## config.mk

```make
export PLATFORM = sky130hd
export DESIGN_NAME = ara_inval_broadcaster_flat
export DESIGN_NICKNAME = d
export VERILOG_FILES = /design/src/rtl/ara_inval_broadcaster_if.sv /design/src/rtl/ara_inval_broadcaster.sv /design/src/flat_wrapper.sv
export SDC_FILE = /design/constraint.sdc
export NUM_CORES = 1
export LEC_CHECK = 0
export CELL_PAD_IN_SITES_DETAIL_PLACEMENT = 2
export CELL_PAD_IN_SITES_GLOBAL_PLACEMENT = 2
export CORE_MARGIN = 10
export CORE_UTILIZATION = 40
export DETAILED_ROUTE_END_ITERATION = 7
export PLACE_DENSITY_LB_ADDON = 0.1
export SLEW_MARGIN = 20
export SYNTH_ARGS = -nofsm -noshare
export SYNTH_HDL_FRONTEND = slang
export SYNTH_SLANG_ARGS = --single-unit
```

## constraint.sdc

```tcl
create_clock -name clk_i -period 7.2 [get_ports clk_i]
set_input_delay 1.44 -clock clk_i [delete_from_list [all_inputs] [get_ports clk_i]]
set_output_delay 1.44 -clock clk_i [all_outputs]
set_load 0.01 [all_outputs]
```

## src/rtl/ara_inval_broadcaster_if.sv

```systemverilog
// AW valid/ready handshake plus per-hart invalidation bus between Ara, the
// system mux and the CVA6 cores.
interface ara_inval_broadcaster_if #(
  parameter int unsigned NrHarts   = 4,
  parameter int unsigned AddrWidth = 64
);
  logic                 slv_aw_valid_i;
  logic                 slv_aw_ready_o;
  logic [AddrWidth-1:0] slv_aw_addr_i;
  logic [7:0]           slv_aw_len_i;
  logic [2:0]           slv_aw_size_i;
  logic                 mst_aw_valid_o;
  logic                 mst_aw_ready_i;
  logic [AddrWidth-1:0] inval_addr_o;
  logic [NrHarts-1:0]   inval_valid_o;
  logic [NrHarts-1:0]   inval_ready_i;

  // Broadcaster side.
  modport master (
    input  slv_aw_valid_i, slv_aw_addr_i, slv_aw_len_i, slv_aw_size_i,
    input  mst_aw_ready_i, inval_ready_i,
    output slv_aw_ready_o, mst_aw_valid_o, inval_addr_o, inval_valid_o
  );

  // Environment side: Ara, mux and cores.
  modport slave (
    output slv_aw_valid_i, slv_aw_addr_i, slv_aw_len_i, slv_aw_size_i,
    output mst_aw_ready_i, inval_ready_i,
    input  slv_aw_ready_o, mst_aw_valid_o, inval_addr_o, inval_valid_o
  );
endinterface

```

## src/rtl/ara_inval_broadcaster.sv

```systemverilog
// Snoops Ara's AW channel, splits each write burst into L1-line invalidations
// and broadcasts every line to all enabled CVA6 harts.
module ara_inval_broadcaster #(
  parameter int unsigned NrHarts      = 4,
  parameter int unsigned AddrWidth    = 64,
  parameter int unsigned L1LineWidth  = 16,
  parameter int unsigned MaxTxns      = 4,
  parameter int unsigned LineCntWidth = 16
) (
  input  logic                  clk_i,
  input  logic                  rst_i,
  input  logic                  en_i,
  input  logic [NrHarts-1:0]    hart_en_i,
  ara_inval_broadcaster_if.master bus,
  output logic                  busy_o
);

  localparam int unsigned LineBits = $clog2(L1LineWidth);
  localparam int unsigned CntW     = LineCntWidth + 1;
  localparam int unsigned PtrW     = (MaxTxns > 1) ? $clog2(MaxTxns) : 1;
  localparam int unsigned OccW     = $clog2(MaxTxns + 1);

  typedef struct packed {
    logic [AddrWidth-1:0] base;
    logic [CntW-1:0]      nlines;
  } txn_t;

  typedef enum logic {IDLE, BCAST} state_e;

  txn_t                 fifo_q [MaxTxns];
  logic [PtrW-1:0]      wr_ptr_q, rd_ptr_q;
  logic [OccW-1:0]      cnt_q, cnt_next;
  logic                 full, empty, push, pop;
  txn_t                 new_txn, head;
  logic [CntW-1:0]      offset, bytes;

  state_e               state_q;
  logic [AddrWidth-1:0] cur_addr_q;
  logic [CntW-1:0]      remaining_q;
  logic [NrHarts-1:0]   mask_q, valid_q;
  logic                 busy_q;
  logic                 covered, last_line, bcast_next;

  function automatic logic [PtrW-1:0] ptr_inc(input logic [PtrW-1:0] p);
    return (p == PtrW'(MaxTxns - 1)) ? '0 : p + PtrW'(1);
  endfunction

  // Occupancy flags come from the registered count only, so a pop never
  // reaches AW ready combinationally.
  assign full  = (cnt_q == OccW'(MaxTxns));
  assign empty = (cnt_q == '0);
  assign head  = fifo_q[rd_ptr_q];

  // Valid/ready gating towards the mux; the AW payload bypasses this block.
  always_comb begin
    bus.mst_aw_valid_o = bus.slv_aw_valid_i;
    bus.slv_aw_ready_o = bus.mst_aw_ready_i;
    if (en_i) begin
      bus.mst_aw_valid_o = bus.slv_aw_valid_i & ~full;
      bus.slv_aw_ready_o = bus.mst_aw_ready_i & ~full;
    end
  end

  assign push = en_i & bus.slv_aw_valid_i & bus.slv_aw_ready_o;

  // Line-aligned base and number of lines touched by the burst.
  always_comb begin
    offset         = CntW'(bus.slv_aw_addr_i & AddrWidth'(L1LineWidth - 1));
    bytes          = (CntW'(bus.slv_aw_len_i) + CntW'(1)) << bus.slv_aw_size_i;
    new_txn.base   = bus.slv_aw_addr_i & ~AddrWidth'(L1LineWidth - 1);
    new_txn.nlines = ((offset + bytes - CntW'(1)) >> LineBits) + CntW'(1);
  end

  // A line is done once every masked hart has handshaked, now or earlier.
  assign covered   = ((valid_q & ~bus.inval_ready_i) == '0);
  assign last_line = (remaining_q == CntW'(1));

  always_comb begin
    pop        = 1'b0;
    bcast_next = 1'b0;
    case (state_q)
      IDLE: begin
        if (!empty) begin
          if (hart_en_i == '0) pop = 1'b1;
          else                 bcast_next = 1'b1;
        end
      end
      BCAST: begin
        if (covered && last_line) pop = 1'b1;
        else                      bcast_next = 1'b1;
      end
    endcase
  end

  assign cnt_next = cnt_q + OccW'(push) - OccW'(pop);

  always_ff @(posedge clk_i) begin
    if (push) fifo_q[wr_ptr_q] <= new_txn;
  end

  always_ff @(posedge clk_i) begin
    if (rst_i) begin
      state_q     <= IDLE;
      wr_ptr_q    <= '0;
      rd_ptr_q    <= '0;
      cnt_q       <= '0;
      cur_addr_q  <= '0;
      remaining_q <= '0;
      mask_q      <= '0;
      valid_q     <= '0;
      busy_q      <= 1'b0;
    end else begin
      cnt_q  <= cnt_next;
      busy_q <= (cnt_next != '0) | bcast_next;
      if (push) wr_ptr_q <= ptr_inc(wr_ptr_q);
      if (pop)  rd_ptr_q <= ptr_inc(rd_ptr_q);
      case (state_q)
        IDLE: begin
          if (!empty && (hart_en_i != '0)) begin
            state_q     <= BCAST;
            cur_addr_q  <= head.base;
            remaining_q <= head.nlines;
            mask_q      <= hart_en_i;
            valid_q     <= hart_en_i;
          end
        end
        BCAST: begin
          if (covered) begin
            if (last_line) begin
              state_q <= IDLE;
              valid_q <= '0;
            end else begin
              // Address space wraps naturally at AddrWidth bits.
              cur_addr_q  <= cur_addr_q + AddrWidth'(L1LineWidth);
              remaining_q <= remaining_q - CntW'(1);
              valid_q     <= mask_q;
            end
          end else begin
            valid_q <= valid_q & ~bus.inval_ready_i;
          end
        end
      endcase
    end
  end

  assign bus.inval_addr_o  = cur_addr_q;
  assign bus.inval_valid_o = valid_q;
  assign busy_o            = busy_q;

  a_no_push_when_full: assert property (@(posedge clk_i) disable iff (rst_i) !(push && full));
  a_valid_in_mask:     assert property (@(posedge clk_i) disable iff (rst_i) (valid_q & ~mask_q) == '0);

endmodule

```

## src/flat_wrapper.sv

```systemverilog
// flat-port wrapper written by rule: the top's interface ports become plain ports
module ara_inval_broadcaster_flat 
#(
  parameter int unsigned NrHarts      = 4,
  parameter int unsigned AddrWidth    = 64,
  parameter int unsigned L1LineWidth  = 16,
  parameter int unsigned MaxTxns      = 4,
  parameter int unsigned LineCntWidth = 16
)
  (clk_i, rst_i, en_i, hart_en_i, busy_o, bus_slv_aw_valid_i, bus_slv_aw_addr_i, bus_slv_aw_len_i, bus_slv_aw_size_i, bus_mst_aw_ready_i, bus_inval_ready_i, bus_slv_aw_ready_o, bus_mst_aw_valid_o, bus_inval_addr_o, bus_inval_valid_o);
  ara_inval_broadcaster_if #(.NrHarts(NrHarts), .AddrWidth(AddrWidth)) bus_i ();
  input  logic clk_i;
  input  logic rst_i;
  input  logic en_i;
  input  logic [NrHarts-1:0] hart_en_i;
  output logic busy_o;
  input wire logic [$bits(bus_i.slv_aw_valid_i)-1:0] bus_slv_aw_valid_i;
  input wire logic [$bits(bus_i.slv_aw_addr_i)-1:0] bus_slv_aw_addr_i;
  input wire logic [$bits(bus_i.slv_aw_len_i)-1:0] bus_slv_aw_len_i;
  input wire logic [$bits(bus_i.slv_aw_size_i)-1:0] bus_slv_aw_size_i;
  input wire logic [$bits(bus_i.mst_aw_ready_i)-1:0] bus_mst_aw_ready_i;
  input wire logic [$bits(bus_i.inval_ready_i)-1:0] bus_inval_ready_i;
  output wire logic [$bits(bus_i.slv_aw_ready_o)-1:0] bus_slv_aw_ready_o;
  output wire logic [$bits(bus_i.mst_aw_valid_o)-1:0] bus_mst_aw_valid_o;
  output wire logic [$bits(bus_i.inval_addr_o)-1:0] bus_inval_addr_o;
  output wire logic [$bits(bus_i.inval_valid_o)-1:0] bus_inval_valid_o;
  assign bus_i.slv_aw_valid_i = bus_slv_aw_valid_i;
  assign bus_i.slv_aw_addr_i = bus_slv_aw_addr_i;
  assign bus_i.slv_aw_len_i = bus_slv_aw_len_i;
  assign bus_i.slv_aw_size_i = bus_slv_aw_size_i;
  assign bus_i.mst_aw_ready_i = bus_mst_aw_ready_i;
  assign bus_i.inval_ready_i = bus_inval_ready_i;
  assign bus_slv_aw_ready_o = bus_i.slv_aw_ready_o;
  assign bus_mst_aw_valid_o = bus_i.mst_aw_valid_o;
  assign bus_inval_addr_o = bus_i.inval_addr_o;
  assign bus_inval_valid_o = bus_i.inval_valid_o;
  ara_inval_broadcaster #(.NrHarts(NrHarts), .AddrWidth(AddrWidth), .L1LineWidth(L1LineWidth), .MaxTxns(MaxTxns), .LineCntWidth(LineCntWidth)) u_core (.clk_i(clk_i), .rst_i(rst_i), .en_i(en_i), .hart_en_i(hart_en_i), .bus(bus_i), .busy_o(busy_o));
endmodule
```

==> Word-level counts from Yosys, hierarchy flattened <==
Memory sizes are Yosys's and may differ from the RTL's. A register that Yosys moved wholly into a read port is not among the register bits.
Cells that the tools add are included.
W data, S select, Z words.
{ "totals": {"register_bits": 98, "ram_bits": 296, "inputBits": 88, "out_inout_bits": 71, "elab_cells": 79, "mem_count": 1} }
{ "op_classes": {"add_sub_neg": 10, "eq_ne": 7, "shift": 1, "n_mux": 32, "bitwise_logic": 9, "reduce_logical": 10} }
{ "mem_list": {"columns": ["name", "words", "width", "rd", "rd_ports_with_merged_regs", "wr", "line", "rtl"], "rows": [
  ["u_core.fifo_q", 4, 74, 1, 1, 1, "ara_inval_broadcaster.sv:30", "txn_t fifo_q [MaxTxns];"]
]} }
{ "op_table": {"columns": ["cell", "n"], "rows": [
  ["$mux W64", 3],
  ["$pmux W64 S2", 1],
  ["$add A64 B5 Y64 const B", 1],
  ["$mux W17", 3],
  ["$pmux W17 S2", 1],
  ["$sub A17 B1 Y17 const B", 2],
  ["$add A4 B17 Y17", 1],
  ["$eq A17 B1 Y1 const B", 1],
  ["$shl A17 B3 Y17", 1],
  ["$add A13 B1 Y14 const B", 1],
  ["$mux W1", 13],
  ["$mux W4", 3],
  ["$add A8 B1 Y9 const B", 1],
  ["$logic_not A4 Y1", 2],
  ["$mux W2", 4],
  ["$pmux W4 S2", 1],
  ["$pmux W1 S2", 3],
  ["$add A2 B1 Y2 const B", 2],
  ["$and A1 B1 Y1", 4],
  ["$and A4 B4 Y4", 1],
  ["$eq A2 B2 Y1 const B", 2],
  ["$ne A2 B2 Y1 const B", 2],
  ["$not A4 Y4", 1],
  ["$reduce_bool A4 Y1", 1],
  ["12 further kinds", 14]
]} }

==> Longest topological paths before layout <==
Gate-level depths: netlist of the first run.
{ "logic_depth": {"depth_word": 9, "mapped_depth": 20, "ltp_nobuf": 19} }

==> Least setup slack after synthesis of the first run <==
Ideal clock, no wire load.
{ "synth_timing": {"path_kind": "input to register", "startpoint": "input bus_slv_aw_len_i[2]", "endpoint": "memory u_core.fifo_q[0][9] (netlist bit) (data pin)", "setup_time_ns": 0.272, "t_arrival_ns": 5.421, "required_time_ns": 6.928, "setup_slack_ns": 1.507, "path_stages": 19, "path_buffers": 1, "path_cell_list": "buf_4 -> and3_4 -> xnor2_1 -> mux4_2 -> or2_2 -> ha_1 -> inv_1 -> ha_1 -> nand2_1 -> o31ai_1 -> a31o_2 -> o211ai_1 -> a2111o_1 -> a22oi_2 -> a31oi_1 -> xnor2_1 -> nand2_1 -> or3_1 -> xnor2_1"} }
{ "synth_rtl": {"columns": ["item", "line", "rtl"], "rows": [
  ["start, declared", "flat_wrapper.sv:19", "input wire logic [$bits(bus_i.slv_aw_len_i)-1:0] bus_slv_aw_len_i;"],
  ["end, declared", "ara_inval_broadcaster.sv:30", null]
]} }

==> flow_summary.json, run 1 <==
{
  "timing_worst_setup_path_type": "in -> reg",
  "cts_resized": 0,
  "io-pin-count": 159,
  "dp_hpwl_um": 37800,
  "tritoncts": "built",
  "path_max_fanout": 9,
  "timing.critical_path.max_delay_family": "compound AO/OA/AOI/OAI gates",
  "maxSlewHeadroom": 0.341,
  "postRouteAntennaNets": 0,
  "port_buffers": 154,
  "route.detailed.wl_per_inst_um": 24.9,
  "synth.top_cells.by_count": "296 x edfxtp_1, 185 x nand2_1, 121 x nor2_1, 109 x a21oi_1, 96 x dfxtp_1",
  "yosys.area_share.adder": 0.0211,
  "compound_gate_fraction_of_synth_area": 0.0995,
  "post_synth_main_area_contributors": "edfxtp_1 49%, dfxtp_1 11%, mux4_2 9.3%",
  "fin_skew_ns": 0.0235,
  "share_of_final_layout_standard_cells_stronger_than_drive_strength_1": 0.117,
  "grt_pass1_vias": 14100,
  "timing.critical_path.slowest_cell_delay_ns": 0.70,
  "synth_ff_type": "edfxtp_1",
  "yosysWarningCount": 0,
  "synth_xor_xnor_area_share": 0.0201,
  "clkSinkCount": 392,
  "ys_seq_area_frac": 0.595,
  "worst-path-buf-inv": 2,
  "synth.top_cell.area_share": 0.489,
  "synth-edff-count": 296,
  "finalSetupViolations": 0,
  "synth-async-reset-ratio": 0,
  "setup.worst_path.end_class": "flop",
  "postCtsHoldBufs": 0,
  "critical_path_arrival_ns": 6.79,
  "finish.instance_area_mm2": 0.0216,
  "p_per_cell_area_mw_per_mm2": 371,
  "area_share_of_and_or_nand_nor_cells_after_synthesis": 0.136,
  "core.rowCount": 78,
  "drt-pass1-iter-count": 5,
  "timing.final.max_slew_violations": 0,
  "grt_start_max_net_pins": 83,
  "core_mm2": 0.0452,
  "antenna_found_initial": 4,
  "postSynthAreaPerCell_um2": 12.2,
  "routabilityCongestion": 0.789,
  "min_period_over_period": 0.895,
  "design.die.area_mm2": 0.0544,
  "clock_insertion_delay_worst_skew_ns": 0.58,
  "synthDistinctLibCells": 80,
  "fmaxAchievable_mhz": 155,
  "dieHeight_um": 233,
  "clkTransAtPathRegs_ns": 0.06,
  "filler_cell_count": 4492,
  "route.detailed.drc": 0,
  "numCtsBuffers": 44,
  "cts.repair_timing.setup_buffer_count": 0,
  "die_x_um": 233,
  "setup_tns_ns": 0,
  "first_iter_violations": 737,
  "synth_seq_cells": 392,
  "syn-instance-count": 1484,
  "routed_via_density": 5.65,
  "clock_tree.buffer_depth": 3,
  "synthToLayoutAreaGrowth_pct": 18.9,
  "timing_worst_slew_pin_value_ns": 0.989,
  "timing.final.crit_period_ns": 6.45,
  "timing.critical_path.cells": "clkdlybuf4s50_1, ha_1, xnor2_1, mux4_2, or2_2, ha_1, inv_1, ha_1, nand2_1, o31ai_1, a31o_2, o211ai_1, a2111o_1, a22oi_2, a31oi_1, xnor2_1, nand2_1, or3_1, xnor2_1",
  "number_of_nets_in_the_final_layout": 1738,
  "report.power.total_w": 0.00802,
  "first_pass_grt_wire_length_um": 87500,
  "synth.largest_area_cell": "edfxtp_1",
  "min_path_type": "reg -> reg",
  "timing.critical_path.slowest_stage_cell": "clkdlybuf4s50_1",
  "initial_core_util": 0.402,
  "globalRouteTotalUtil": 0.208,
  "dpl-instance-area_mm2": 0.0203,
  "synth_top_family_by_area": "simple AND/OR/NAND/NOR gates",
  "timing_hold_violations_final": 0,
  "static-leakage-power_nw": 7.16,
  "vdd_ir_drop_max_mv": 0.256,
  "post-synth-top-count-cell": "edfxtp_1",
  "synth.mux.area_fraction": 0.0980,
  "total_grt_overflow": 0,
  "vias": 12700,
  "critical_path_required_ns": 7.55,
  "drt-total-wl_um": 56200,
  "grt_setup_unrepaired": "no",
  "max_cap_violations": 0,
  "outcome": "complete, no violations",
  "worst_setup_path_start_kind": "input pin",
  "htreeDepth": 2,
  "syn_area_mm2": 0.0182,
  "clock_tree.root_cell": "clkbuf_16"
}
[sequential cells by signal, summed over array words and instances (netlist names), named ones only]
name and cells:
u_core.busy_o 1, u_core.wr_ptr_q 2, u_core.bus.inval_addr_o 60, u_core.remaining_q 17, u_core.rd_ptr_q 2, u_core.bus.inval_valid_o 4
u_core.mask_q 4, u_core.state_q 1, u_core.fifo_q 296, u_core.cnt_q 3
[power breakdown]
part	switching [W]	internal, W	leakage [nW]
registers	0.000425	0.00274	3.47
clock network	0.000916	0.00118	0.640
logic	0.00158	0.00117	3.05
total	0.00292	0.00510	7.16
[cell families (layout without fill, tap and decap cells)]
| logic type | after synthesis | count (layout) |
|---|---|---|
| other | 1 | 5 |
| flip-flops | 392 | 392 |
| AND/OR/NAND/NOR | 518 | 518 |
| adder cells (fa/ha/maj) | 30 | 30 |
| AO/OA/AOI/OAI | 287 | 287 |
| XOR/XNOR | 40 | 40 |
| buffers and inverters | 132 | 298 |
| multiplexers | 84 | 84 |
[metrics by stage]
step | cells | setup slack (ns) | util | hold WS [ns]
3_5_place_dp | 2174 | 0.219 | 0.449 | 0.458
4_1_cts | 2253 | 0.772 | 0.478 | 0.467
5_1_grt | 2254 | 0.403 | 0.478 | 0.491
3_3_place_gp | 2174 | 0.453 | 0.449 | 0.442
2_1_floorplan | 1487 | 1.51 | - | 0.437
6_report | 2254 | 0.754 | 0.478 | 0.466
[routing by layer]
layer,GRT usage,part of all wire,up-vias
met1,0.269,0.44,6615
li1,-,-,5840
met3,0.0308,0.034,63
met2,0.363,0.51,205
met5,0,0.00036,-
met4,0.0450,0.017,2
[final cells by class]
class | count | area (um2) | area share
Multi-Input combinational cell | 963 | 6860 | 0.318
Inverter | 48 | 183 | 0.00845
Clock buffer | 63 | 1220 | 0.0567
Timing Repair Buffer | 171 | 1670 | 0.0771
Antenna cell | 1 | 2.50 | 0.000116
Sequential cell | 392 | 10800 | 0.501
Clock inverter | 16 | 92.6 | 0.00429
Tap cell | 600 | 751 | 0.0347
[worst min-delay path, cell delays in order, from the launching register on]
cell	delay [ns]
dfxtp_1	0.31
nand2_1	0.05
a21oi_1	0.05
[worst paths after layout]
kind,startpoint,endpoint,slack [ns],depth (start not counted)
min reg2reg,u_core.mask_q[1],u_core.mask_q[1],0.47,2
max,bus_slv_aw_len_i[0],u_core.fifo_q[0][9],0.75,19
min,u_core.mask_q[1],u_core.mask_q[1],0.47,2
max reg2reg,u_core.remaining_q[4],u_core.busy_o,3.01,14
[cells in the final DEF, fill, tap and decap left out, types with 9 or more instances in the layout]
master,synthesis,final
a211oi_1,12,12
a21o_1,14,14
a21oi_1,109,109
a31oi_1,12,12
and2_1,16,12
and3_1,10,10
buf_4,5,18
clkbuf_1,53,16
clkbuf_16,0,46
clkdlybuf4s50_1,0,153
dfxtp_1,96,93
edfxtp_1,296,296
ha_1,29,29
inv_1,47,46
mux4_2,75,75
nand2_1,185,185
nand3_1,39,39
nand3b_1,10,10
nand4_1,12,12
nor2_1,121,120
nor2b_1,10,10
nor3_1,34,33
nor4_1,10,10
o21ai_0,56,56
o31a_1,17,17
o31ai_1,9,9
or2_2,12,12
or3_1,21,21
or4_1,10,10
xnor2_1,26,26
xor2_1,12,12
Note: power is estimated with default switching activity, not from simulation.
==> inputs of run 2 (changes only) <==
CAP_MARGIN = 20   (was not set)
CORE_UTILIZATION = 41   (was 40)
CTS_BUF_LIST = sky130_fd_sc_hd__clkbuf_8   (was not set)
==> run 2 against run 1 <==
Core utilization is 1.3 points higher. Combinational power about the same. Global-route usage rose by 0.29 points. Register-to-register slack improved by 0.07 ns. Power decreased by 1.6%. Hold slack got worse by 0.0040 ns. Count of clock-buffer cells in the layout is 11 higher. Wire length grew 0.78%. Setup slack got worse by 0.024 ns. Highest routed layer is now met4.
==> flow_summary.json, run 2 (synthesized netlist as in run 1, its figures left out) <==
{
  "timing_hold_violations_final": 0,
  "grt_start_max_net_pins": 73,
  "critical_path_required_ns": 7.60,
  "number_of_nets_in_the_final_layout": 1767,
  "dr_wl_met2_um": 28400,
  "min_path_type": "reg -> reg",
  "r2r-start": "u_core.remaining_q[4]",
  "worst_setup_path_start_kind": "input pin",
  "die_x_um": 231,
  "vias": 12900,
  "port_buffers": 154,
  "min_period_over_period": 0.899,
  "worstHoldStart": "u_core.mask_q[2]",
  "cts_resized": 0,
  "dieHeight_um": 231,
  "wl_met3_um": 1940,
  "worst_setup_path_startpoint": "bus_slv_aw_len_i[0]",
  "first_iter_violations": 808,
  "vdd_ir_drop_max_mv": 0.210,
  "total_grt_overflow": 0,
  "postCtsHoldBufs": 0,
  "pwr-share-seq": 0.402,
  "top_register": "u_core.fifo_q",
  "clock_power_share": 0.247,
  "clkSinkCount": 392,
  "numCtsBuffers": 72,
  "core.rowCount": 77,
  "design.die.area_mm2": 0.0532,
  "route.detailed.drc": 0,
  "cts.repair_timing.setup_buffer_count": 0,
  "clkTransAtPathRegs_ns": 0.06,
  "static-leakage-power_nw": 7.29,
  "timing.final.crit_period_ns": 6.47,
  "route.detailed.wl_per_inst_um": 24.6,
  "path_max_fanout": 9,
  "largest_reg_flops": 296,
  "timing_worst_slew_pin_value_ns": 1.01,
  "maxSlewHeadroom": 0.326,
  "worstReg2RegEnd": "u_core.busy_o",
  "routed_via_density": 5.62,
  "p_switching_w": 0.00300,
  "dp.cells": 2167,
  "clock_insertion_delay_worst_skew_ns": 0.66,
  "fin_skew_ns": 0.0358,
  "io-pin-count": 159,
  "share_of_final_layout_standard_cells_stronger_than_drive_strength_1": 0.133,
  "fmaxAchievable_mhz": 155,
  "p_per_cell_area_mw_per_mm2": 365,
  "grt_pass1_vias": 14400,
  "wirelength_met1_um": 25000,
  "dp_hpwl_um": 38100,
  "grt_setup_unrepaired": "no",
  "outcome": "complete, no violations",
  "final_common_cell": "edfxtp_1",
  "drt-total-wl_um": 56700,
  "internal-power_w": 0.00490,
  "initial_core_util": 0.413,
  "layout_common_cells": "296 x edfxtp_1, 185 x nand2_1, 153 x clkdlybuf4s50_1",
  "routabilityCongestion": 0.797,
  "first_pass_grt_wire_length_um": 87500,
  "filler_cell_count": 4391,
  "tritoncts": "built",
  "finalSetupViolations": 0,
  "sw_frac_of_total": 0.380,
  "clock_tree.root_cell": "clkbuf_8",
  "stdcell_count": 2302,
  "timing_worst_setup_path_type": "in -> reg",
  "postRouteAntennaNets": 0,
  "antenna_found_initial": 6,
  "setup_tns_ns": 0,
  "power_frac_comb": 0.351,
  "min_path_cells": 2,
  "drt-pass1-iter-count": 5,
  "globalRouteTotalUtil": 0.211,
  "critical_path_arrival_ns": 6.87,
  "timing.final.max_slew_violations": 0,
  "setup.worst_path.end_class": "flop",
  "core_mm2": 0.0440,
  "htreeDepth": 3,
  "hold_end": "u_core.mask_q[2]",
  "reg2regPathDepth": 14,
  "synthToLayoutAreaGrowth_pct": 18.9,
  "top_layer": "met4",
  "max_cap_violations": 0,
  "clock_tree.buffer_depth": 3,
  "register_to_register_setup_slack_ns": 3.08
}
## run 2: through the flow
stage                      util  power [W]  hold slack (ns)  worst slack, ns  area [um2]
after floorplan               -    0.00477            0.437             1.51       18200
after global placement    0.461    0.00585            0.443            0.432       20300
after detailed placement  0.461    0.00599            0.452           0.0288       20300
after CTS                 0.491    0.00798            0.460            0.719       21600
after global routing      0.491    0.00836            0.487            0.316       21600
final                     0.491    0.00789            0.462            0.731       21600
## run 2: cell type report
cell class              instances  area [um2]  share of cell area
diodes                          2        5.00            0.000232
clock buffers                  74        1020              0.0471
clock inverters                59         288              0.0133
inverters                      48         183             0.00845
multi-input cells             963        6860               0.318
flip-flops and latches        392       10800               0.501
well taps                     592         741              0.0343
repair buffers                172        1690              0.0781
## run 2: worst max-delay path: stages
cell,delay (ns)
clkdlybuf4s50_1,0.67
ha_1,0.37
xnor2_1,0.14
mux4_2,0.50
or2_2,0.29
ha_1,0.28
inv_1,0.04
ha_1,0.28
nand2_1,0.06
o31ai_1,0.43
a31o_2,0.24
o211ai_1,0.13
a2111o_1,0.36
a22oi_2,0.27
a31oi_1,0.15
xnor2_1,0.34
nand2_1,0.11
or3_1,0.37
xnor2_1,0.37
## run 2: how the worst max path moves through the flow
| stage | to | cells past startpoint |
|---|---|---|
| 2_1_floorplan | u_core.fifo_q[0][9] | 19 |
| 4_1_cts | u_core.fifo_q[2][9] | 19 |
| 3_3_place_gp | u_core.fifo_q[0][9] | 19 |
| 6_report | u_core.fifo_q[2][9] | 19 |
| 3_5_place_dp | u_core.fifo_q[0][9] | 19 |
| 5_1_grt | u_core.fifo_q[3][9] | 19 |
## run 2: power groups by stage
stage | sequential, W | combinational (W) | clock (W)
finish | 0.00317 | 0.00277 | 0.00195
detailed placement | 0.00322 | 0.00277 | 0
global placement | 0.00320 | 0.00265 | 0
global route | 0.00322 | 0.00304 | 0.00210
floorplan | 0.00306 | 0.00171 | 0
CTS | 0.00318 | 0.00280 | 0.00201
## run 2: layer usage
metal  global-route usage  vias up
met5                    0        -
met3               0.0381       83
met4               0.0668        0
met1                0.264     6706
li1                     -     5919
met2                0.365      228
==> inputs of run 3 (changes only) <==
CORE_UTILIZATION = 40   (was 41)
==> run 3 against run 2 <==
First-iteration DRC count fell by 7.3%. Highest routed layer is now met5. Core utilization is 1.4 points lower. Setup slack improved by 0.070 ns. Register-to-register slack got worse by 0.27 ns. Die area increased by 2.3%. Cell count about the same.
==> flow_summary.json, run 3 (synthesized netlist as in run 1, its figures left out) <==
{
  "critical_path_arrival_ns": 6.79,
  "path_max_fanout": 9,
  "setup.worst_path.end_class": "flop",
  "global_route.usage.met2": 0.360,
  "fin_skew_ns": 0.0218,
  "final_common_cell": "edfxtp_1",
  "htreeDepth": 3,
  "dpl-instance-area_mm2": 0.0203,
  "finalSetupViolations": 0,
  "min_period_over_period": 0.889,
  "die_x_um": 233,
  "top_register": "u_core.fifo_q",
  "route.detailed.wl_per_inst_um": 24.4,
  "cts.repair_timing.setup_buffer_count": 0,
  "max_cap_violations": 0,
  "finish.instance_area_mm2": 0.0215,
  "total_grt_overflow": 0,
  "static-leakage-power_nw": 7.29,
  "fmaxAchievable_mhz": 156,
  "grt_pass1_vias": 14400,
  "clock_tree.root_cell": "clkbuf_8",
  "worstHoldStart": "u_core.mask_q[1]",
  "first_pass_grt_wire_length_um": 88000,
  "vdd_ir_drop_max_mv": 0.286,
  "core.rowCount": 78,
  "r2r-start": "u_core.remaining_q[4]",
  "globalRouteTotalUtil": 0.210,
  "number_of_nets_in_the_final_layout": 1764,
  "timing_worst_slew_pin_value_ns": 1.00,
  "timing.final.max_slew_violations": 0,
  "clock_tree.buffer_depth": 3,
  "setup_slack_ns": 0.800,
  "dieHeight_um": 233,
  "routabilityCongestion": 0.789,
  "antenna_cells_inserted": 0,
  "clkSinkCount": 392,
  "global_routing_met3_resource_utilization": 0.0369,
  "finalCoreUtilization": 0.476,
  "critical_path_required_ns": 7.59,
  "clkTransAtPathRegs_ns": 0.05,
  "cts_resized": 0,
  "vias": 12900,
  "design.die.area_mm2": 0.0544,
  "setup_tns_ns": 0,
  "share_of_final_layout_standard_cells_stronger_than_drive_strength_1": 0.130,
  "io-pin-count": 159,
  "clock_insertion_delay_worst_skew_ns": 0.63,
  "postRouteAntennaNets": 0,
  "routed_via_density": 5.59,
  "route.detailed.drc": 0,
  "report.power.total_w": 0.00779,
  "postCtsHoldBufs": 0,
  "outcome": "complete, no violations",
  "dp_hpwl_um": 37800,
  "initial_core_util": 0.402,
  "worst_setup_path_startpoint": "bus_slv_aw_len_i[0]",
  "drt-pass1-iter-count": 5,
  "largest_reg_flops": 296,
  "place_worst_setup_slack_ns": 0.219,
  "tritoncts": "built",
  "port_buffers": 154,
  "maxSlewHeadroom": 0.332,
  "antenna_found_initial": 3,
  "min_path_type": "reg -> reg",
  "timing_hold_violations_final": 0,
  "numCtsBuffers": 70,
  "p_per_cell_area_mw_per_mm2": 362,
  "grt.busiest_layer": "met2",
  "core_mm2": 0.0452,
  "worst_setup_path_start_kind": "input pin",
  "layout_common_cells": "296 x edfxtp_1, 185 x nand2_1, 153 x clkdlybuf4s50_1",
  "grtUsageMet1": 0.266,
  "first_iter_violations": 749,
  "timing_worst_setup_path_type": "in -> reg",
  "synthToLayoutAreaGrowth_pct": 18.5,
  "timing.final.crit_period_ns": 6.40,
  "drt-total-wl_um": 56200,
  "grt_setup_unrepaired": "no",
  "grt_start_max_net_pins": 83
}
-- run 3: cell count changes in the layout (fill, tap and decap cells not counted), moves of 2 or more --
cell and change:
diode_2 -2, clkinv_1 -9, inv_6 +3, clkbuf_8 -2, clkinv_2 -2, inv_1 +11
inv_8 -3
-- run 3: power by group --
part | switching (W) | internal, W
Combinational | 0.00158 | 0.00117
Clock | 0.000939 | 0.000937
Sequential | 0.000423 | 0.00274
-- run 3: worst max-delay path, cell delays in order --
cell and delay (ns):
clkdlybuf4s50_1 0.69, ha_1 0.38, xnor2_1 0.15, mux4_2 0.50, or2_2 0.31, ha_1 0.27, inv_1 0.04, ha_1 0.30
nand2_1 0.06, o31ai_1 0.38, a31o_2 0.23, o211ai_1 0.14, a2111o_1 0.37, a22oi_2 0.25, a31oi_1 0.13, xnor2_1 0.31
nand2_1 0.12, or3_1 0.39, xnor2_1 0.33
-- run 3: final timing paths --
path,slack [ns],to,depth (start not counted)
setup / recovery,0.80,u_core.fifo_q[0][9],19
hold / removal,0.47,u_core.mask_q[1],2
setup reg to reg,2.81,u_core.busy_o,14
hold reg to reg,0.47,u_core.mask_q[1],2
-- run 3: stage by stage --
stage | instances | hold WS [ns]
5_1_grt | 2303 | 0.491
3_5_place_dp | 2174 | 0.458
4_1_cts | 2303 | 0.467
2_1_floorplan | 1487 | 0.437
3_3_place_gp | 2174 | 0.442
6_report | 2303 | 0.466
-- run 3: layout make-up --
type	count	area, um2
fillers	4544	23700
flip-flops and latches	392	10800
multi-input cells	963	6860
repair buffers	171	1670
clock buffers	72	991
well taps	600	751
clock inverters	57	253
inverters	48	183
-- run 3: per-layer routing --
| metal | vias to the layer above | share of wire | wire [um] |
|---|---|---|---|
| met5 | - | 0.00036 | 20 |
| met4 | 2 | 0.024 | 1360 |
| met3 | 86 | 0.035 | 1990 |
| met2 | 234 | 0.50 | 28000 |
| met1 | 6656 | 0.44 | 24800 |
| li1 | 5907 | - | - |
==> RTL change 1, RTL diff (flow settings as in run 2) <==
`MaxTxns` is set to 4 in 2 places; all go to 8.
--- a/src/rtl/ara_inval_broadcaster.sv
+++ b/src/rtl/ara_inval_broadcaster.sv
@@ -6,3 +6,3 @@
   parameter int unsigned L1LineWidth  = 16,
-  parameter int unsigned MaxTxns      = 4,
+  parameter int unsigned MaxTxns      = 8,
   parameter int unsigned LineCntWidth = 16
--- a/src/flat_wrapper.sv
+++ b/src/flat_wrapper.sv
@@ -6,3 +6,3 @@
   parameter int unsigned L1LineWidth  = 16,
-  parameter int unsigned MaxTxns      = 4,
+  parameter int unsigned MaxTxns      = 8,
   parameter int unsigned LineCntWidth = 16
Behaviour: not the same (Yosys sat finds a counterexample within 10 cycles, from zero or initial values and one cycle with rst_i high).
==> RTL change 1 against run 2 <==
  * Area after synthesis increased by 64%
  * First-iteration DRC count increased by 36%
  * Worst setup slack improved by 0.45 ns
  * Final cell count increased by 40%
  * Routed wire length increased by 56%
  * Sequential cell count increased by 300
  * Global-route usage decreased by 0.46 points
  * Power increased by 36%
  * Cell area increased by 60%
  * Core utilization decreased by 0.85 points
  * Clock power increased by 65%
  * Highest routed layer is now met5
==> RTL change 1: results (changes against run 2) <==
[run_status]
status=complete, no violations  ; unchanged

[finish]
non_clock_buffer_count=185  ; was 172
nFillCells=6756  ; was 4391
seq_share_pct=57.13  ; was 50.08%
num-multi-input-gates=1119  ; was 963
buffer_area_share_pct=5.366  ; was 7.806%
largest_reg_flops=592  ; was 296
clkCellAreaFrac_pct=6.088  ; was 6.046%

[route]
first_iter_violations=1100  ; was 808
routedWlPerCell_um=27.58  ; was 24.61 um
first_pass_iters=6  ; was 5

[setup_path]
reg2reg_setup_slack_ns=2.90  ; was 3.08 ns
cp_max_fo=8  ; was 9
arrival_ns=6.45  ; was 6.87 ns
cpPeakStageDelay_ns=0.57  ; was 0.67 ns

[place]
dp_slack_ns=0.4678  ; was 0.02882 ns
dpl_cell_area_um2=32530  ; was 20300 um2
placedCellCount=2994  ; was 2167
hpwl_um=53810  ; was 38090 um
gp_congestion=0.7602  ; was 0.7965

[global_route]
grt_max_degree=143  ; was 73
antenna_found_initial=4  ; was 6
grt_util_all_layers_pct=20.66  ; was 21.12%
grt_pass1_vias=20612  ; was 14418

[sta]
fin_skew_ns=0.03809  ; was 0.03578 ns
slew-limit-headroom_pct=10.29  ; was 32.63%

[pwr]
irDropWorstVdd_mv=0.2358  ; was 0.2097 mV
p_int_w=0.007203  ; was 0.004896 W
pg_clk_w=0.00321  ; was 0.00195 W

[clock_network]
clk_latency_ns=0.73  ; was 0.66 ns
cts_sinks=692  ; was 392

[yosys]
synth.distinct_cells=89  ; was 80
synthTopCellsByArea=edfxtp_1 59%, mux4_2 11%, dfxtp_1 6.7%, mux2i_1 1.8%, a21oi_1 1.6%  ; was edfxtp_1 49%, dfxtp_1 11%, mux4_2 9.3%, nand2_1 3.8%, a21oi_1 3.0%
synth_edf_count=592  ; was 296
synth_cells=1973  ; was 1484
synthTopCellsByCount=592 x edfxtp_1, 148 x mux4_2, 127 x nand2_1  ; was 296 x edfxtp_1, 185 x nand2_1, 121 x nor2_1

[floorplanning]
core_um2=71850  ; was 44030 um2

## RTL change 1: cell count changes after synthesis, moves of 12 or more
| cell | delta |
|---|---|
| a211oi_1 | +21 |
| mux2i_1 | +46 |
| o22ai_1 | +17 |
| nand2_1 | -58 |
| o31a_1 | -16 |
| mux2_2 | +15 |
| a21oi_1 | -12 |
| o21ai_0 | +18 |
| clkbuf_1 | +26 |
| xnor2_1 | -14 |
| nand2b_1 | +12 |
| edfxtp_1 | +296 |
| mux4_2 | +73 |
| nor2b_1 | +13 |
## RTL change 1: worst max-delay path: cells and delay by family
family | cells | cell delay, ns
AO/OA/AOI/OAI | 5 | 1.40
XOR/XNOR | 3 | 1.13
adder cells (fa/ha/maj) | 3 | 0.82
buffers and inverters | 2 | 0.61
AND/OR/NAND/NOR | 5 | 1.07
## RTL change 1: worst paths after layout
check                             start                   end  cells after the start
setup / recovery    bus_slv_aw_len_i[1]  u_core.fifo_q[6][12]                     18
hold / removal         u_core.mask_q[3]      u_core.mask_q[3]                      2
setup reg to reg  u_core.remaining_q[8]         u_core.busy_o                     14
hold reg to reg        u_core.mask_q[3]      u_core.mask_q[3]                      2
## RTL change 1: through the flow
step / util, % / total power, W / setup TNS [ns] / hold slack, ns
floorplan: - / 0.006490 / -47.92 / 0.4366
global placement: 45.28 / 0.007485 / 0 / 0.4427
detailed placement: 45.28 / 0.007638 / 0 / 0.4541
CTS: 48.21 / 0.01088 / 0 / 0.4624
global route: 48.22 / 0.01134 / 0 / 0.4838
finish: 48.22 / 0.01077 / 0 / 0.4630
## RTL change 1: metal layers
layer	up-vias	routed length (um)	GRT usage (%)
li1	8168	-	-
met1	9824	38620	26.77
met2	386	44770	35.34
met3	113	3541	3.813
met4	2	1687	5.070
met5	-	12	0
==> RTL change 2, RTL diff (settings of run 2) <==
Made on the original files. Reset style: asynchronous (`rst_i`), changed in one clocked block.
--- a/src/rtl/ara_inval_broadcaster.sv
+++ b/src/rtl/ara_inval_broadcaster.sv
@@ -100,3 +100,3 @@
 
-  always_ff @(posedge clk_i) begin
+  always_ff @(posedge clk_i or posedge rst_i) begin
     if (rst_i) begin
Check against the original RTL: differs if rst_i is asserted again (counterexample within 4 cycles, from zero or initial values and one cycle with rst_i high); with rst_i held inactive, the same outputs for 4 cycles.
==> RTL change 2 against run 2 <==
  * Synthesized cell count shrank 3.6%
  * Sequential power grew 3%
  * Largest power group unchanged
  * Combinational power shrank 12%
  * Sequential cell count shrank 2
  * Worst setup slack gained 0.061 ns
  * Routed wire length grew 2.5%
  * Register-to-register slack lost 0.06 ns
  * Area after synthesis grew 2.0%
  * Cell area grew 2.0%
  * Power shrank 2.6%
  * Maximum frequency grew 0.95%
  * Sequential share of layout area grew 0.97 points
==> RTL change 2: results (changes against run 2) <==
[run_status]
status=complete, no violations  ; unchanged

[clock_network]
clk_path_buf_depth=3  ; unchanged
clk_latency_ns=0.63  ; was 0.66 ns
cts_resized=0  ; unchanged
cts_setup_buffers=0  ; unchanged
root_buffer=clkbuf_8  ; unchanged
cts_htree_levels=3  ; unchanged
clkTransAtPathRegs_ns=0.06  ; about the same
numCtsBuffers=69  ; was 72

[run]
max_cap_violations=0  ; unchanged

[sta]
fin_skew_ns=0.03161  ; was 0.03578 ns
tightestPinTransition_ns=0.9738  ; was 1.011 ns
holdWs_ns=0.4919  ; was 0.4620 ns
min_period_ns=6.408  ; was 6.469 ns

[finish]
nFillCells=4348  ; was 4391
largest_reg_flops=296  ; unchanged
drive_above_1_share_pct=14.37  ; was 13.35%
nNetsFinal=1721  ; was 1767

[setup_path]
reg2reg_setup_slack_ns=3.02  ; was 3.08 ns
r2r_cells=10  ; was 14
reg2reg_to=u_core.bus.inval_addr_o[63]  ; was u_core.busy_o
r2r-start=u_core.bus.inval_addr_o[4]  ; was u_core.remaining_q[4]
startpoint=bus_slv_aw_len_i[1]  ; was bus_slv_aw_len_i[0]
cp_max_fo=7  ; was 9
crit_path_end=u_core.fifo_q[2][11]  ; was u_core.fifo_q[2][9]

[yosys]
synthTopCellsByCount=296 x edfxtp_1, 118 x a21oi_1, 114 x nand2_1  ; was 296 x edfxtp_1, 185 x nand2_1, 121 x nor2_1
synth.distinct_cells=84  ; was 80
yosysSeqAreaShare_pct=60.62  ; was 59.48%
synthTopCellsByArea=edfxtp_1 48%, dfrtp_1 13%, mux4_2 9.0%, a21oi_1 3.2%, nand2_1 2.3%  ; was edfxtp_1 49%, dfxtp_1 11%, mux4_2 9.3%, nand2_1 3.8%, a21oi_1 3.0%
synth_edf_count=296  ; unchanged
async_flop_share_pct=24.10  ; was 0%
synth_cells=1431  ; was 1484
yosys_warnings=0  ; unchanged

[pwr]
irDropWorstVdd_mv=0.3017  ; was 0.2097 mV
comb-power_w=0.00245  ; was 0.00277 W
clock_power_share_pct=25.9  ; was 24.7%
p_sw_w=0.002763  ; was 0.002997 W
power_leakage_nw=7.880  ; was 7.294 nW
p_per_area_nw_per_um2=348.8  ; was 365.3 nW/um2

[route]
drt-total-wl_um=58060  ; was 56660 um
viasPerCell=5.873  ; was 5.619
via_count=13227  ; was 12936
first_pass_iters=5  ; unchanged
first_iter_violations=887  ; was 808

[global_route]
grt_max_degree=83  ; was 73
grt_pass1_wl_um=90220  ; was 87520 um
antenna_found_initial=4  ; was 6
grt_pass1_vias=14588  ; was 14418
grt_util_all_layers_pct=21.46  ; was 21.12%

[place]
placedCellCount=2124  ; was 2167
gp_congestion=0.7785  ; was 0.7965
hpwl_um=38910  ; was 38090 um
dpl_cell_area_um2=20700  ; was 20300 um2
dp_slack_ns=0.2496  ; was 0.02882 ns

[hold_path]
hp-start=u_core.mask_q[2]  ; unchanged
hold_path_end=u_core.mask_q[2]  ; unchanged

[RTL change 2: cell count changes after synthesis, moves of 15 or more]
cell     before  now
dfxtp_1      96    0
nand2_1     185  114
o22ai_1       7   53
nor3_1       34   17
nand3_1      39   85
dfrtp_1       0   94
and3_1       10   25
nand4_1      12   27
o31a_1       17    1
nor2_1      121   65
o21ai_0      56   75
[RTL change 2: cell type report]
cell class / instances / area, um2 / share of cell area, %
Antenna cell: 4 / 10.01 / 0.04541
Clock buffer: 82 / 1129 / 5.120
Clock inverter: 42 / 197.7 / 0.8969
Inverter: 51 / 193.9 / 0.8799
Multi-Input combinational cell: 913 / 6797 / 30.84
Sequential cell: 390 / 11250 / 51.05
Tap cell: 592 / 740.7 / 3.361
Timing Repair Buffer: 178 / 1722 / 7.811
[RTL change 2: cells by family after synthesis]
group                      after synthesis  synth area share, %
AOI/OAI and AO/OA                      329                10.92
xor gates and xnor gates                32                1.592
adders and majority gates               30                2.065
buffers and inverters                  131                2.955
DFF                                    390                60.62
muxes                                   95                10.16
other                                    1              0.02022
and+or+nand+nor                        423                11.67
[RTL change 2: metal layers]
layer | track usage [%] | share of wire (%) | vias up
met5 | 0 | 0.022 | -
met4 | 6.939 | 2.3 | 2
met3 | 3.261 | 4.1 | 81
met2 | 37.45 | 51 | 294
met1 | 26.85 | 43 | 6936
li1 | - | - | 5914
[RTL change 2: worst max-delay path: stages]
cell and delay, ns:
clkdlybuf4s50_1 0.52, ha_1 0.26, xnor2_1 0.49, nand2_1 0.10, a32oi_1 0.46, or2_2 0.20
ha_1 0.22, inv_1 0.07, ha_1 0.19, nor2_1 0.05, a21oi_1 0.28, nand3_1 0.14
a31o_2 0.24, a211o_1 0.33, o21ai_1 0.32, a21oi_1 0.15, xnor2_1 0.39, nand3_1 0.21
nor4b_2 0.41, xor2_1 0.33
